$ cat src/rtl/serial_sub_ctrl_pkg.sv
// serial_sub_pkg: shared definitions for the bit-serial subtractor controller.
//   state_t  - controller state encoding (IDLE / RUN / DONE)
//   STATE_W  - width of the state encoding
package serial_sub_pkg;

   localparam int unsigned STATE_W = 2;

   typedef enum logic [STATE_W-1:0] {
      IDLE = 2'b00,
      RUN  = 2'b01,
      DONE = 2'b10
   } state_t;

endpackage

$ cat src/rtl/serial_sub_ctrl_if.sv
// serial_sub_ctrl_if: operand/result handshake bundle for serial_sub_ctrl.
//   in_valid/in_ready/a/b          operand side (producer -> block)
//   out_valid/out_ready/diff/borrow_out  result side (block -> consumer)
//   busy                           block is stepping through the bits
// Modports: master = producer/consumer side, slave = the subtractor block.
interface serial_sub_ctrl_if #(
   parameter int unsigned W = 8
);
   logic         in_valid;
   logic         in_ready;
   logic [W-1:0] a;
   logic [W-1:0] b;
   logic         out_valid;
   logic         out_ready;
   logic [W-1:0] diff;
   logic         borrow_out;
   logic         busy;

   modport master (
      output in_valid, a, b, out_ready,
      input  in_ready, out_valid, diff, borrow_out, busy
   );

   modport slave (
      input  in_valid, a, b, out_ready,
      output in_ready, out_valid, diff, borrow_out, busy
   );
endinterface

$ cat src/rtl/serial_sub_ctrl_fs_cell.sv
// fs_cell: 1-bit full subtractor, d = x - y - bin.
//   x, y  operand bits      bin   borrow in
//   d     difference bit    bout  borrow out
// Two half-subtract stages; the borrows of both stages are ORed.
module fs_cell (
   input  logic x,
   input  logic y,
   input  logic bin,
   output logic d,
   output logic bout
);
   logic d1;
   logic b1;
   logic b2;

   // first half-subtract: x - y
   assign d1 = x ^ y;
   assign b1 = ~x & y;

   // second half-subtract: d1 - bin
   assign d  = d1 ^ bin;
   assign b2 = ~d1 & bin;

   assign bout = b1 | b2;
endmodule

$ cat src/rtl/serial_sub_ctrl.sv
// serial_sub_ctrl: bit-serial W-bit unsigned subtractor, diff = a - b,
// one bit per clock LSB first through a single fs_cell.
//   clk    rising-edge clock
//   rst_n  asynchronous active-low reset
//   bus    serial_sub_ctrl_if.slave: in_valid/in_ready/a/b operand handshake,
//          out_valid/out_ready/diff/borrow_out result handshake, busy.
// Optional build macro SERIAL_SUB_SAT_EN: a negative result (final borrow)
// saturates diff to 0; borrow_out still reports the borrow.
module serial_sub_ctrl
   import serial_sub_pkg::*;
#(
   parameter int unsigned W = 8
) (
   input  logic clk,
   input  logic rst_n,
   serial_sub_ctrl_if.slave bus
);
   localparam int unsigned CW = $clog2(W);

   state_t        state;
   state_t        state_nxt;

   logic [W-1:0]  a_sr;
   logic [W-1:0]  b_sr;
   logic [W-1:0]  res_sr;
   logic          bflop;
   logic [CW-1:0] count;
   logic [W-1:0]  diff_q;
   logic          borrow_q;

   logic          load;
   logic          step;
   logic          finish;
   logic          cell_d;
   logic          cell_b;
   logic [W-1:0]  res_nxt;

   fs_cell u_cell (
      .x    (a_sr[0]),
      .y    (b_sr[0]),
      .bin  (bflop),
      .d    (cell_d),
      .bout (cell_b)
   );

   // result register with the current bit shifted in at the MSB
   assign res_nxt = {cell_d, res_sr[W-1:1]};

   always_ff @(posedge clk or negedge rst_n) begin
      if (!rst_n) begin
         state <= IDLE;
      end else begin
         state <= state_nxt;
      end
   end

   always_comb begin
      state_nxt = state;
      load      = 1'b0;
      step      = 1'b0;
      finish    = 1'b0;
      case (state)
         IDLE: begin
            if (bus.in_valid) begin
               load      = 1'b1;
               state_nxt = RUN;
            end
         end
         RUN: begin
            step = 1'b1;
            // last of the W bit steps happens on this edge
            if (count == CW'(W - 1)) begin
               finish    = 1'b1;
               state_nxt = DONE;
            end
         end
         DONE: begin
            if (bus.out_ready) begin
               state_nxt = IDLE;
            end
         end
         default: state_nxt = IDLE;
      endcase
   end

   always_ff @(posedge clk or negedge rst_n) begin
      if (!rst_n) begin
         a_sr     <= '0;
         b_sr     <= '0;
         res_sr   <= '0;
         bflop    <= 1'b0;
         count    <= '0;
         diff_q   <= '0;
         borrow_q <= 1'b0;
      end else begin
         if (load) begin
            a_sr  <= bus.a;
            b_sr  <= bus.b;
            bflop <= 1'b0;
            count <= '0;
         end
         if (step) begin
            a_sr   <= {1'b0, a_sr[W-1:1]};
            b_sr   <= {1'b0, b_sr[W-1:1]};
            res_sr <= res_nxt;
            bflop  <= cell_b;
            count  <= count + CW'(1);
         end
         // outputs take the completed result on entry to DONE and hold it
         if (finish) begin
`ifdef SERIAL_SUB_SAT_EN
            diff_q <= cell_b ? '0 : res_nxt;
`else
            diff_q <= res_nxt;
`endif
            borrow_q <= cell_b;
         end
      end
   end

   assign bus.in_ready   = (state == IDLE);
   assign bus.out_valid  = (state == DONE);
   assign bus.busy       = (state == RUN);
   assign bus.diff       = diff_q;
   assign bus.borrow_out = borrow_q;
endmodule

$ cat src/flat_wrapper.sv
// flat-port wrapper written by rule: the top's interface ports become plain ports
module serial_sub_ctrl_flat import serial_sub_pkg::*;
#(
   parameter int unsigned W = 8
)
  (clk, rst_n, bus_in_valid, bus_a, bus_b, bus_out_ready, bus_in_ready, bus_out_valid, bus_diff, bus_borrow_out, bus_busy);
  serial_sub_ctrl_if #(.W(W)) bus_i ();
  input  logic clk;
  input  logic rst_n;
  input wire logic [$bits(bus_i.in_valid)-1:0] bus_in_valid;
  input wire logic [$bits(bus_i.a)-1:0] bus_a;
  input wire logic [$bits(bus_i.b)-1:0] bus_b;
  input wire logic [$bits(bus_i.out_ready)-1:0] bus_out_ready;
  output wire logic [$bits(bus_i.in_ready)-1:0] bus_in_ready;
  output wire logic [$bits(bus_i.out_valid)-1:0] bus_out_valid;
  output wire logic [$bits(bus_i.diff)-1:0] bus_diff;
  output wire logic [$bits(bus_i.borrow_out)-1:0] bus_borrow_out;
  output wire logic [$bits(bus_i.busy)-1:0] bus_busy;
  assign bus_i.in_valid = bus_in_valid;
  assign bus_i.a = bus_a;
  assign bus_i.b = bus_b;
  assign bus_i.out_ready = bus_out_ready;
  assign bus_in_ready = bus_i.in_ready;
  assign bus_out_valid = bus_i.out_valid;
  assign bus_diff = bus_i.diff;
  assign bus_borrow_out = bus_i.borrow_out;
  assign bus_busy = bus_i.busy;
  serial_sub_ctrl #(.W(W)) u_core (.clk(clk), .rst_n(rst_n), .bus(bus_i));
endmodule
$ cat config.mk
export PLATFORM = sky130hd
export DESIGN_NAME = serial_sub_ctrl_flat
export DESIGN_NICKNAME = d
export VERILOG_FILES = /design/src/rtl/serial_sub_ctrl_pkg.sv /design/src/rtl/serial_sub_ctrl_if.sv /design/src/rtl/serial_sub_ctrl_fs_cell.sv /design/src/rtl/serial_sub_ctrl.sv /design/src/flat_wrapper.sv
export SDC_FILE = /design/constraint.sdc
export NUM_CORES = 1
export LEC_CHECK = 0
export CAP_MARGIN = 20
export CORE_ASPECT_RATIO = 1.1
export CORE_MARGIN = 10
export CORE_UTILIZATION = 30
export DETAILED_ROUTE_END_ITERATION = 16
export PLACE_DENSITY = 0.5
export SYNTH_ARGS = -nofsm -noshare
export SYNTH_HDL_FRONTEND = slang
export SYNTH_SLANG_ARGS = --single-unit
$ cat constraint.sdc
create_clock -name clk -period 4.8 [get_ports clk]
set_clock_uncertainty 0.15 [all_clocks]
set_input_delay 0.72 -clock clk [delete_from_list [all_inputs] [get_ports clk]]
set_output_delay 0.72 -clock clk [all_outputs]
set_load 0.05 [all_outputs]
# [Yosys cells after proc, flatten, opt, wreduce, memory -nomap -nowiden]
# Cells that the tools add are included.
# Widths: inputs -> output; s select.
[op_classes] n_reduce_logical=3 bitwise=7 mux=17 eq_ne=6 add_sub_neg=1
[op_table] cell="$mux 8" count=4
[op_table] cell="$mux 1" count=7
[op_table] cell="$mux 2" count=3
[op_table] cell="$mux 3" count=2
[op_table] cell="$pmux 2 s3" count=1
[op_table] cell="$ne 2x2->1 const B" count=2
[op_table] cell="$add 3x1->3 const B" count=1
[op_table] cell="$eq 3x3->1 const B" count=1
[op_table] cell="$reduce_and 3->1" count=1
[op_table] cell="$and 1x1->1" count=2
[op_table] cell="$eq 2x1->1 const B" count=1
[op_table] cell="$eq 2x2->1 const B" count=1
[op_table] cell="$logic_not 2->1" count=1
[op_table] cell="$ne 2x1->1 const B" count=1
[op_table] cell="$not 1->1" count=2
[op_table] cell="$reduce_bool 2->1" count=1
[op_table] cell="$xor 1x1->1" count=2
[op_table] cell="$or 1x1->1" count=1
[totals] wordCells=42 reg_bits=39 output_inout_bits=12

# [Longest topological paths before layout]
[logic_depth] word_depth=5 ltp_mapped=6 depth_no_buf=5

# [By module]
# Synthesis repeated with hierarchy kept, for this count alone.
[hier_totals] cells_unflattened=141 area_unflattened_um2=1766.7
[modules_own_cells] module="serial_sub_ctrl" area_each_um2=1735.4 seq_area_each_um2=950.9 instances=1 cells_per_inst=137
[modules_own_cells] module="fs_cell" area_each_um2=31.3 seq_area_each_um2=0.0 instances=1 cells_per_inst=4

# [Worst setup path after synthesis]
# Ideal clock, no wire load.
[synth_path] kind="register -> output" startpoint="register u_core.state[1]" endpoint="output bus_in_ready" t_arrival_ns=1.240 slack_ns=2.690 n_path_buf=1 stages_incl_launch_ff=3 t_required_ns=3.930 cell_sequence="dfrtp_1 buf_4 nor2_1"
[synth_via] elab_chain_len=1
[synth_lines] item="from (decl)" line="serial_sub_ctrl.sv:20" source="state_t state;"
[synth_lines] item="from (signal assigned)" line="serial_sub_ctrl.sv:53" source="state <= state_nxt;"
[synth_lines] item="$logic_not 2->1" line="serial_sub_ctrl.sv:121" source="assign bus.in_ready = (state == IDLE);"
[synth_lines] item="to (decl)" line="flat_wrapper.sv:14" source="output wire logic [$bits(bus_i.in_ready)-1:0] bus_in_ready;"
# Every way passes these cells.

# [Worst setup path after layout]
[layout_path] startpoint="register u_core.state[1]" endpoint="output bus_busy"
[layout_via] elab_chain_len=1
[layout_lines] item="$eq 2x1->1" line="serial_sub_ctrl.sv:123" source="assign bus.busy = (state == RUN);"
[layout_lines] item="to (decl)" line="flat_wrapper.sv:18" source="output wire logic [$bits(bus_i.busy)-1:0] bus_busy;"
# Every way passes these cells.

==> run summary <==
Crit path depth = 3
Clock Sinks = 38
dominant cell type by area after synthesis = dfrtp_1
CP Launch Type = flip-flop
Buf+Inv Stages, Crit Path = 2
Core Area = 0.00536 mm2
CTS tree = done
num ports = 32
NetSw = 555 uW
total CTS buffers = 5
Period minus WS final = 3.39 ns
CP Capture Type = primary output
max-slew violation count = 0
detailed-route via count = 1085
fraction of registers with async set/reset = 1.00
fin crit share = 0.707
Int Pwr = 908 uW
Post-CTS Setup Inserts = 0
Ant. Diodes = 0
worst-margin pin slew = 0.718 ns
hold buffers post-CTS = 0
Power Dens Cells = 703 mW/mm2
Area growth, synth to finish = 26.8%
Syn Area/Cell = 13.2 um2
Die Footprint = 0.00883 mm2
RSZ-0062 raised after global routing = false
Req. time, crit path = 3.93 ns
starting density of the core = 0.306
Mapped Area = 0.00164 mm2
EDFF count, synth = 0
gr usage total = 0.0847
flop2flop setup slack = 2.66 ns
Buffers on Ports = 31
Max FO, Critical Path = 24
Fillers = 538
Syn Nets = 147
WL/cell = 15.2 um
die width = 90.5 um
status = finished clean
final WL = 3.49 mm
synth unique cells = 26
Worst-path clk slew = 0.07 ns
Final ANT Viol Nets = 0
switch share = 0.379
CTS Buffer Depth = 2
first-pass GRT wire length = 5.99 mm
worst r2r path cells = 3
Top Family by Delay on Critical Path = buffers and inverters
final count of negative-setup-slack endpoints = 0
largest net degree at the start of global routing = 39
vias in the first global route = 1205
share of cells above drive strength 1 = 0.169
number of antenna violations at the first check in global routing = 0
final hold vios = 0
Die Y = 97.6 um
sequential fraction of design power = 0.394
Ys Warns = 0
setup TNS = 0 ns
CP max-delay cell = dfrtp_1
number of vias per cell = 4.74
#FFs+latches synth = 38
critical-path cell list = nand2b_1, inv_1, clkdlybuf4s50_1
Max H-tree Level = 2
DRT Pass-1 Iters = 4
Final nets = 178
Seq/Total Area, Yosys = 0.579
crit path to = bus_busy
Max-Cap Viols = 0
post-CTS sizing = 0
hold crit path type = flip-flop to flip-flop
slew margin rel. = 0.521
Detailed Place HPWL = 2.53 mm
Worst R2R Start = u_core.state[1]
Synth Flop Type = dfrtp_1
Pleak = 0.872 nW
critical path startpoint = u_core.state[1]
row count = 28
Max Clk Rate = 295 MHz
later-pin clock latency in the skew report = 0.28 ns
CTS root buffer = clkbuf_8
main area contributors after synthesis = dfrtp_1 58%, o22a_1 12%, mux2_2 10%
crit path kind = flip-flop to primary output
Comb power frac = 0.460
CP arrival = 2.52 ns
CP max stage delay = 0.81 ns
area share of the largest cell type after synthesis = 0.579
hold_ws = 0.354 ns
r2r endpoint = u_core.b_sr[0]
Iteration-0 DRC Markers = 28
total gr overflow = 0
GPL Wtd Cong = 0.749
clock power share = 0.145
post-route DRC violation count = 0
Post-Synthesis Cells = 124
VDD IR max = 0.000227 V
[synthesized netlist by cell type (2+ instances only)]
library cell  number
o21ai_1            2
o22a_1            22
nor2_2             2
a221o_1            2
dfrtp_1           38
inv_1              5
mux2_2            15
a22o_1             2
o21ai_0            5
ha_1               2
nand2_1            6
nand3b_1           2
buf_2              4
buf_6              2
nand2b_1           4
[per-layer routing]
metal / global-route usage / part of all wire
met3: 0.0464 / 0.082
met4: 0.0392 / 0.024
met5: 0 / 0
met2: 0.135 / 0.47
met1: 0.0890 / 0.42
[cell usage in the layout (no fill, tap or decap), drive strengths merged]
master          n
clkbuf          6
nand2           6
clkdlybuf4s50  31
nand3b          2
mux2           15
a221o           2
o21ai           7
o221a           1
buf             1
a21oi           1
nand2b          5
a32o            1
dfrtp          38
nor2b           1
ha              2
fa              1
nor2            3
a22o            2
o21bai          1
o22ai           1
o22a           22
inv             5
[worst min-delay path, cell delays in order (launching register included)]
cell     delay (ns)
dfrtp_1        0.36
nand2_1        0.05
o21ai_0        0.06
[power by group through the flow]
stage	Combinational [mW]	Sequential, mW	Clock, mW
finish	0.674	0.577	0.212
global route	0.734	0.599	0.237
CTS	0.688	0.578	0.222
detailed placement	0.687	0.582	0
global placement	0.674	0.576	0
floorplan	0.412	0.672	0
[cells by family (layout without fill, tap and decap cells)]
family / Yosys count / after routing / share of synthesized area
AO/OA/AOI/OAI: 38 / 38 / 0.186
flip-flops: 38 / 38 / 0.579
AND/OR/NAND/NOR: 17 / 17 / 0.0602
multiplexers: 15 / 15 / 0.103
buffers and inverters: 13 / 43 / 0.0442
adder cells (fa/ha/maj): 3 / 3 / 0.0274
[final cells by class]
cell class              instances  area, um2  share of cell area
multi-input cells              73        618               0.297
inverters                       5       18.8             0.00901
flip-flops and latches         38        951               0.457
clock buffers                   6       82.6              0.0397
repair buffers                 32        318               0.153
well taps                      75       93.8              0.0451
[worst min-delay path by stage]
stage,start,end,slack (ns),cells after the start
2_1_floorplan,rst_n,u_core.a_sr[0],0.27,0
3_3_place_gp,u_core.bus.borrow_out,u_core.bus.borrow_out,0.32,2
3_5_place_dp,u_core.a_sr[7],u_core.a_sr[7],0.33,1
4_1_cts,u_core.bus.borrow_out,u_core.bus.borrow_out,0.36,2
5_1_grt,u_core.bus.diff[5],u_core.bus.diff[5],0.37,1
6_report,u_core.bus.borrow_out,u_core.bus.borrow_out,0.35,2
[sequential cells by signal (all words and copies together) (netlist names)]
signal / cells
u_core.a_sr: 8
u_core.b_sr: 8
u_core.bflop: 1
u_core.bus.borrow_out: 1
u_core.bus.diff: 8
u_core.count: 3
u_core.res_sr: 7
u_core.state: 2
[through the flow]
| stage | setup WS (ns) | total power [mW] | instance area (um2) | cells | util |
|---|---|---|---|---|---|
| floorplan | 2.69 | 1.08 | 1640 | 124 | - |
| global placement | 1.74 | 1.25 | 2000 | 223 | 0.373 |
| detailed placement | 1.70 | 1.27 | 2000 | 223 | 0.373 |
| CTS | 1.38 | 1.49 | 2080 | 229 | 0.388 |
| global route | 1.24 | 1.57 | 2080 | 229 | 0.388 |
| finish | 1.41 | 1.46 | 2080 | 229 | 0.388 |
(Power assumes the default switching activity.)
